File: src/rtl/aes_inv_round_ctrl_if.sv
// Block-level streams of the AES-128 inverse-round sequencer: ciphertext in, plaintext out.
// The slave side is the sequencer; the master side is its environment.
interface aes_inv_round_ctrl_if;
  logic         in_valid;
  logic         in_ready;
  logic [127:0] in_data;
  logic         out_valid;
  logic         out_ready;
  logic [127:0] out_data;

  modport slave (
    input  in_valid, in_data, out_ready,
    output in_ready, out_valid, out_data
  );

  modport master (
    output in_valid, in_data, out_ready,
    input  in_ready, out_valid, out_data
  );
endinterface

File: src/rtl/aes_inv_round_ctrl.sv
// Iterative AES-128 decryption sequencer: walks the external inverse-round datapath NR times
// and fetches round keys from a synchronous key store with one cycle of read latency.
module aes_inv_round_ctrl #(
  parameter int NR    = 10,
  parameter int RK_AW = 4
) (
  input  logic               clk,
  input  logic               rst_n,
  aes_inv_round_ctrl_if.slave io,
  output logic [RK_AW-1:0]   rk_addr,
  input  logic [127:0]       rk_data,
  output logic [127:0]       rnd_state,
  output logic [127:0]       rnd_key,
  input  logic [127:0]       rnd_full,
  input  logic [127:0]       rnd_nomix,
  output logic               busy,
  output logic [3:0]         round
);

  typedef enum logic [2:0] {IDLE, ARK0, ROUND, FINAL, DONE} state_t;

  localparam logic [RK_AW-1:0] AddrNr  = RK_AW'(NR);
  localparam logic [RK_AW-1:0] AddrNr1 = RK_AW'(NR - 1);
  localparam logic [RK_AW-1:0] AddrNr2 = RK_AW'(NR - 2);
  localparam logic [3:0]       RndNr1  = 4'(NR - 1);

  state_t       fsm;
  logic [127:0] state_q;
  logic         out_valid_q;
  logic         accept;

  assign io.in_ready  = (fsm == IDLE) | ((fsm == DONE) & io.out_ready);
  assign accept       = io.in_valid & io.in_ready;
  assign io.out_valid = out_valid_q;
  assign io.out_data  = state_q;
  assign rnd_state    = state_q;
  assign rnd_key      = rk_data;

  // rk_addr always holds the key index the next state consumes, so the store's one-cycle
  // read latency lines rk_data up with the state that uses it. Between blocks it rests at NR.
  always_ff @(posedge clk or negedge rst_n) begin
    if (!rst_n) begin
      fsm         <= IDLE;
      state_q     <= '0;
      rk_addr     <= AddrNr;
      round       <= '0;
      out_valid_q <= 1'b0;
      busy        <= 1'b0;
    end else begin
      unique case (fsm)
        IDLE: begin
          if (accept) begin
            state_q <= io.in_data;
            rk_addr <= AddrNr1;
            busy    <= 1'b1;
            fsm     <= ARK0;
          end
        end
        ARK0: begin
          state_q <= state_q ^ rk_data;
          round   <= RndNr1;
          rk_addr <= AddrNr2;
          fsm     <= ROUND;
        end
        ROUND: begin
          state_q <= rnd_full;
          if (round == 4'd1) begin
            rk_addr <= AddrNr;
            fsm     <= FINAL;
          end else begin
            round   <= round - 4'd1;
            rk_addr <= RK_AW'(round - 4'd2);
          end
        end
        FINAL: begin
          state_q     <= rnd_nomix;
          out_valid_q <= 1'b1;
          fsm         <= DONE;
        end
        DONE: begin
          // Output handshake and a new accept may share this edge: no bubble between blocks.
          if (io.out_ready) begin
            out_valid_q <= 1'b0;
            if (io.in_valid) begin
              state_q <= io.in_data;
              rk_addr <= AddrNr1;
              fsm     <= ARK0;
            end else begin
              busy <= 1'b0;
              fsm  <= IDLE;
            end
          end
        end
        default: fsm <= IDLE;
      endcase
    end
  end

endmodule

File: src/flat_wrapper.sv
// flat-port wrapper written by rule: the top's interface ports become plain ports
module aes_inv_round_ctrl_flat 
#(
  parameter int NR    = 10,
  parameter int RK_AW = 4
)
  (clk, rst_n, rk_addr, rk_data, rnd_state, rnd_key, rnd_full, rnd_nomix, busy, round, io_in_valid, io_in_data, io_out_ready, io_in_ready, io_out_valid, io_out_data);
  aes_inv_round_ctrl_if io_i ();
  input  logic clk;
  input  logic rst_n;
  output logic [RK_AW-1:0] rk_addr;
  input  logic [127:0] rk_data;
  output logic [127:0] rnd_state;
  output logic [127:0] rnd_key;
  input  logic [127:0] rnd_full;
  input  logic [127:0] rnd_nomix;
  output logic busy;
  output logic [3:0] round;
  input wire logic [$bits(io_i.in_valid)-1:0] io_in_valid;
  input wire logic [$bits(io_i.in_data)-1:0] io_in_data;
  input wire logic [$bits(io_i.out_ready)-1:0] io_out_ready;
  output wire logic [$bits(io_i.in_ready)-1:0] io_in_ready;
  output wire logic [$bits(io_i.out_valid)-1:0] io_out_valid;
  output wire logic [$bits(io_i.out_data)-1:0] io_out_data;
  assign io_i.in_valid = io_in_valid;
  assign io_i.in_data = io_in_data;
  assign io_i.out_ready = io_out_ready;
  assign io_in_ready = io_i.in_ready;
  assign io_out_valid = io_i.out_valid;
  assign io_out_data = io_i.out_data;
  aes_inv_round_ctrl #(.NR(NR), .RK_AW(RK_AW)) u_core (.clk(clk), .rst_n(rst_n), .io(io_i), .rk_addr(rk_addr), .rk_data(rk_data), .rnd_state(rnd_state), .rnd_key(rnd_key), .rnd_full(rnd_full), .rnd_nomix(rnd_nomix), .busy(busy), .round(round));
endmodule
File: config.mk
export PLATFORM = sky130hd
export DESIGN_NAME = aes_inv_round_ctrl_flat
export DESIGN_NICKNAME = d
export VERILOG_FILES = /design/src/rtl/aes_inv_round_ctrl_if.sv /design/src/rtl/aes_inv_round_ctrl.sv /design/src/flat_wrapper.sv
export SDC_FILE = /design/constraint.sdc
export NUM_CORES = 1
export LEC_CHECK = 0
export CAP_MARGIN = 20
export CORE_AREA = 8 8 344 346
export DETAILED_ROUTE_END_ITERATION = 10
export DIE_AREA = 0 0 352 354
export PLACE_DENSITY = 0.45
export SYNTH_ARGS = -nofsm -noshare
export SYNTH_HDL_FRONTEND = slang
export SYNTH_SLANG_ARGS = --single-unit
File: constraint.sdc
create_clock -name clk -period 3.4 [get_ports clk]
set_input_delay 0.34 -clock clk [delete_from_list [all_inputs] [get_ports clk]]
set_output_delay 0.34 -clock clk [all_outputs]
set_load 0.05 [all_outputs]
==> results.sh <==
export IMPL_outcome="completed"
export IMPL_cts_buffers=17
export IMPL_die_x_um=352
export IMPL_ys_warnings_count=0
export IMPL_fmax_mhz=376.0
export IMPL_post_cts_setup_buffers=0
export IMPL_globalRoute_totalOverflow=0
export IMPL_multi_input_area_sq_mm=0.005747
export IMPL_area_delta_synth_final_pct=78.09
export IMPL_avgSynthCellArea_sq_um=8.990
export IMPL_grt_usage=0.1526
export IMPL_drc=0
export IMPL_tightest_slew_ps=883.5
export IMPL_syn_num_nets=1890
export IMPL_final_cells=3482
export IMPL_die_y_um=354
export IMPL_cp_end_kind="output port"
export IMPL_root_buffer="clkbuf_16"
export IMPL_fillers=12560
export IMPL_totalWireLength_um=99930
export IMPL_hold_path_class="primary input to asynchronous set/reset pin"
export IMPL_htreeDepth=4
export IMPL_async_flop_share=1.000
export IMPL_synth_ff_type="dfrtp_1"
export IMPL_setup_violations=0
export IMPL_ys_ff_latch=141
export IMPL_finClkSkew_ps=14.54
export IMPL_syn_area_sq_mm=0.01232
export IMPL_r2r_start="u_core.fsm[1]"
export IMPL_wl_per_cell_um=28.70
export IMPL_post_cts_resized=0
export IMPL_syn_instance_count=1370
export IMPL_maxSlewViolCount=0
export IMPL_vias_per_cell=3.915
export IMPL_vias=13630
export IMPL_antenna_found_initial=24
export IMPL_crit_type="flip-flop to output port"
export IMPL_cts_sinks=141
export IMPL_period_needed_ps=2659
export IMPL_dp_cells=3442
export IMPL_peakVddDrop_v=0.0005039
export IMPL_yosysTopAreaCell="dfrtp_1"
export IMPL_startpoint="u_core.fsm[2]"
export IMPL_firstDrtPassIters=5
export IMPL_cts_hold_buf=1
export IMPL_synth_area_top_cells="dfrtp_1 28%, buf_4 16%, o32a_1 10%, a32o_1 10%, a32oi_1 9.2%"
export IMPL_yosysMostFrequentCell="buf_4"
export IMPL_final_core_util=0.1939
export IMPL_grt_pass1_wl_um=133100
export IMPL_relSlewSlack=0.4092
export IMPL_worstPathArrival_ps=2320
export IMPL_yosysSeqAreaShare=0.2867
export IMPL_clkLatencyLatePin_ps=500
export IMPL_grt_max_degree=70
export IMPL_dp_slack_ps=799.4
export IMPL_tns_ps=0
export IMPL_final_nets=2470
export IMPL_ys_types=40
export IMPL_initial_core_util=0.1089
export IMPL_portBuffers=910
export IMPL_crit_required_ps=3060
export IMPL_hold_viol=0
export IMPL_layout_drive_gt1_share=0.04534
export IMPL_cts_tree="yes"
export IMPL_worst_path_max_fanout=18
export IMPL_power_leakage_nw=8.080
export IMPL_ant_nets=0
export IMPL_synthDominantCellAreaShare=0.2824
export IMPL_synth_edff_count=0
export IMPL_top_level_ports=911
export IMPL_finalWorstSetupSlack_ps=740.6
export IMPL_drtIter0Drc=909
export IMPL_die_area_sq_mm=0.1246
export IMPL_grt_pass1_vias=14460
export IMPL_maxCapViolCount=0
export IMPL_globalplace_congestion=0.8589
export IMPL_rsz0062_at_grt="false"
export IMPL_dp_hpwl_um=82540
export IMPL_p_per_area_mw_per_mm2=1103
export IMPL_rows=124
export IMPL_finalCritPeriodShare=0.7822
export IMPL_regArea_sq_mm=0.003538
export IMPL_clkSlewWorstSetupHoldPaths_ps=70
export IMPL_core_area_sq_mm=0.1131
export IMPL_synth_cells_most_frequent="257 x buf_4, 139 x dfrtp_1, 137 x inv_1"
export IMPL_cp_start_kind="flip-flop"
export IMPL_cts_path_max_buffers=2
final cells by class:
cell class,count,area share
diodes,7,0.0007986
clock buffers,19,0.02065
clock inverters,13,0.005875
inverters,137,0.02344
multi-input cells,702,0.2620
flip-flops and latches,141,0.1613
well taps,1512,0.08625
repair buffers,951,0.4397
power by group:
part	switching (mW)	total, mW	leakage [nW]	internal [mW]
combinational	11.7	18.0	6.18	6.27
sequential	1.59	4.18	1.61	2.59
clock	0.960	2.02	0.287	1.06
routing by layer:
| layer | vias up | part of all wire | GRT usage |
|---|---|---|---|
| li1 | 6033 | - | - |
| met5 | - | 0.00034 | 0 |
| met4 | 6 | 0.012 | 0.02762 |
| met2 | 672 | 0.46 | 0.2443 |
| met1 | 6854 | 0.44 | 0.2005 |
| met3 | 66 | 0.081 | 0.05149 |
metrics by stage:
step | cell area, sq um | hold WS, ps | power (mW)
2_1_floorplan | 12320 | 44.41 | 15.83
4_1_cts | 21920 | 367.2 | 24.58
3_5_place_dp | 21330 | 380.1 | 22.40
3_3_place_gp | 21330 | 375.9 | 22.41
6_report | 21930 | 407.6 | 24.20
5_1_grt | 21920 | 389.3 | 25.35
final timing paths:
| check | to | slack (ps) | cells past startpoint |
|---|---|---|---|
| max | io_in_ready | 740 | 3 |
| min | u_core.io.out_data[127] | 410 | 2 |
| max reg2reg | u_core.io.out_data[5] | 980 | 4 |
| min reg2reg | u_core.rk_addr[3] | 510 | 2 |
| max in group asynchronous | u_core.io.out_data[32] | 2220 | 3 |
| min in group clk | u_core.busy | 470 | 3 |
cells in the final DEF, fill, tap and decap left out, types with 4 or more instances in the layout:
master,instances
o21ai_0,5
buf_4,24
buf_12,18
nand2_1,129
a32o_1,128
a21oi_1,5
inv_1,137
xor2_1,129
clkbuf_16,17
o32a_1,129
inv_6,5
clkdlybuf4s50_1,906
diode_2,7
a32oi_1,129
dfrtp_1,137
nor2_1,5
ha_1,4
flip-flops by register name, indices dropped and copies added, names as in the netlist:
signal,count
u_core.io.out_data,128
u_core.round,4
u_core.io.out_valid,1
u_core.fsm,3
u_core.rk_addr,4
u_core.busy,1
logic make-up (layout without fill, tap and decap cells):
kind of cell | count (synthesis) | in the layout | share of synthesized area
adder cells (fa/ha/maj) | 4 | 4 | 0.004064
XOR/XNOR | 129 | 129 | 0.09173
buffers and inverters | 527 | 1120 | 0.2501
other | 0 | 7 | 0
flip-flops | 141 | 141 | 0.2867
AO/OA/AOI/OAI | 408 | 408 | 0.3122
AND/OR/NAND/NOR | 161 | 161 | 0.05526
critical path: stages (launching register included):
cell             delay, ps
dfrtp_4                610
nor2b_1                210
nor3_1                 140
clkdlybuf4s50_1        880
Note: power is estimated with default switching activity, not from simulation.
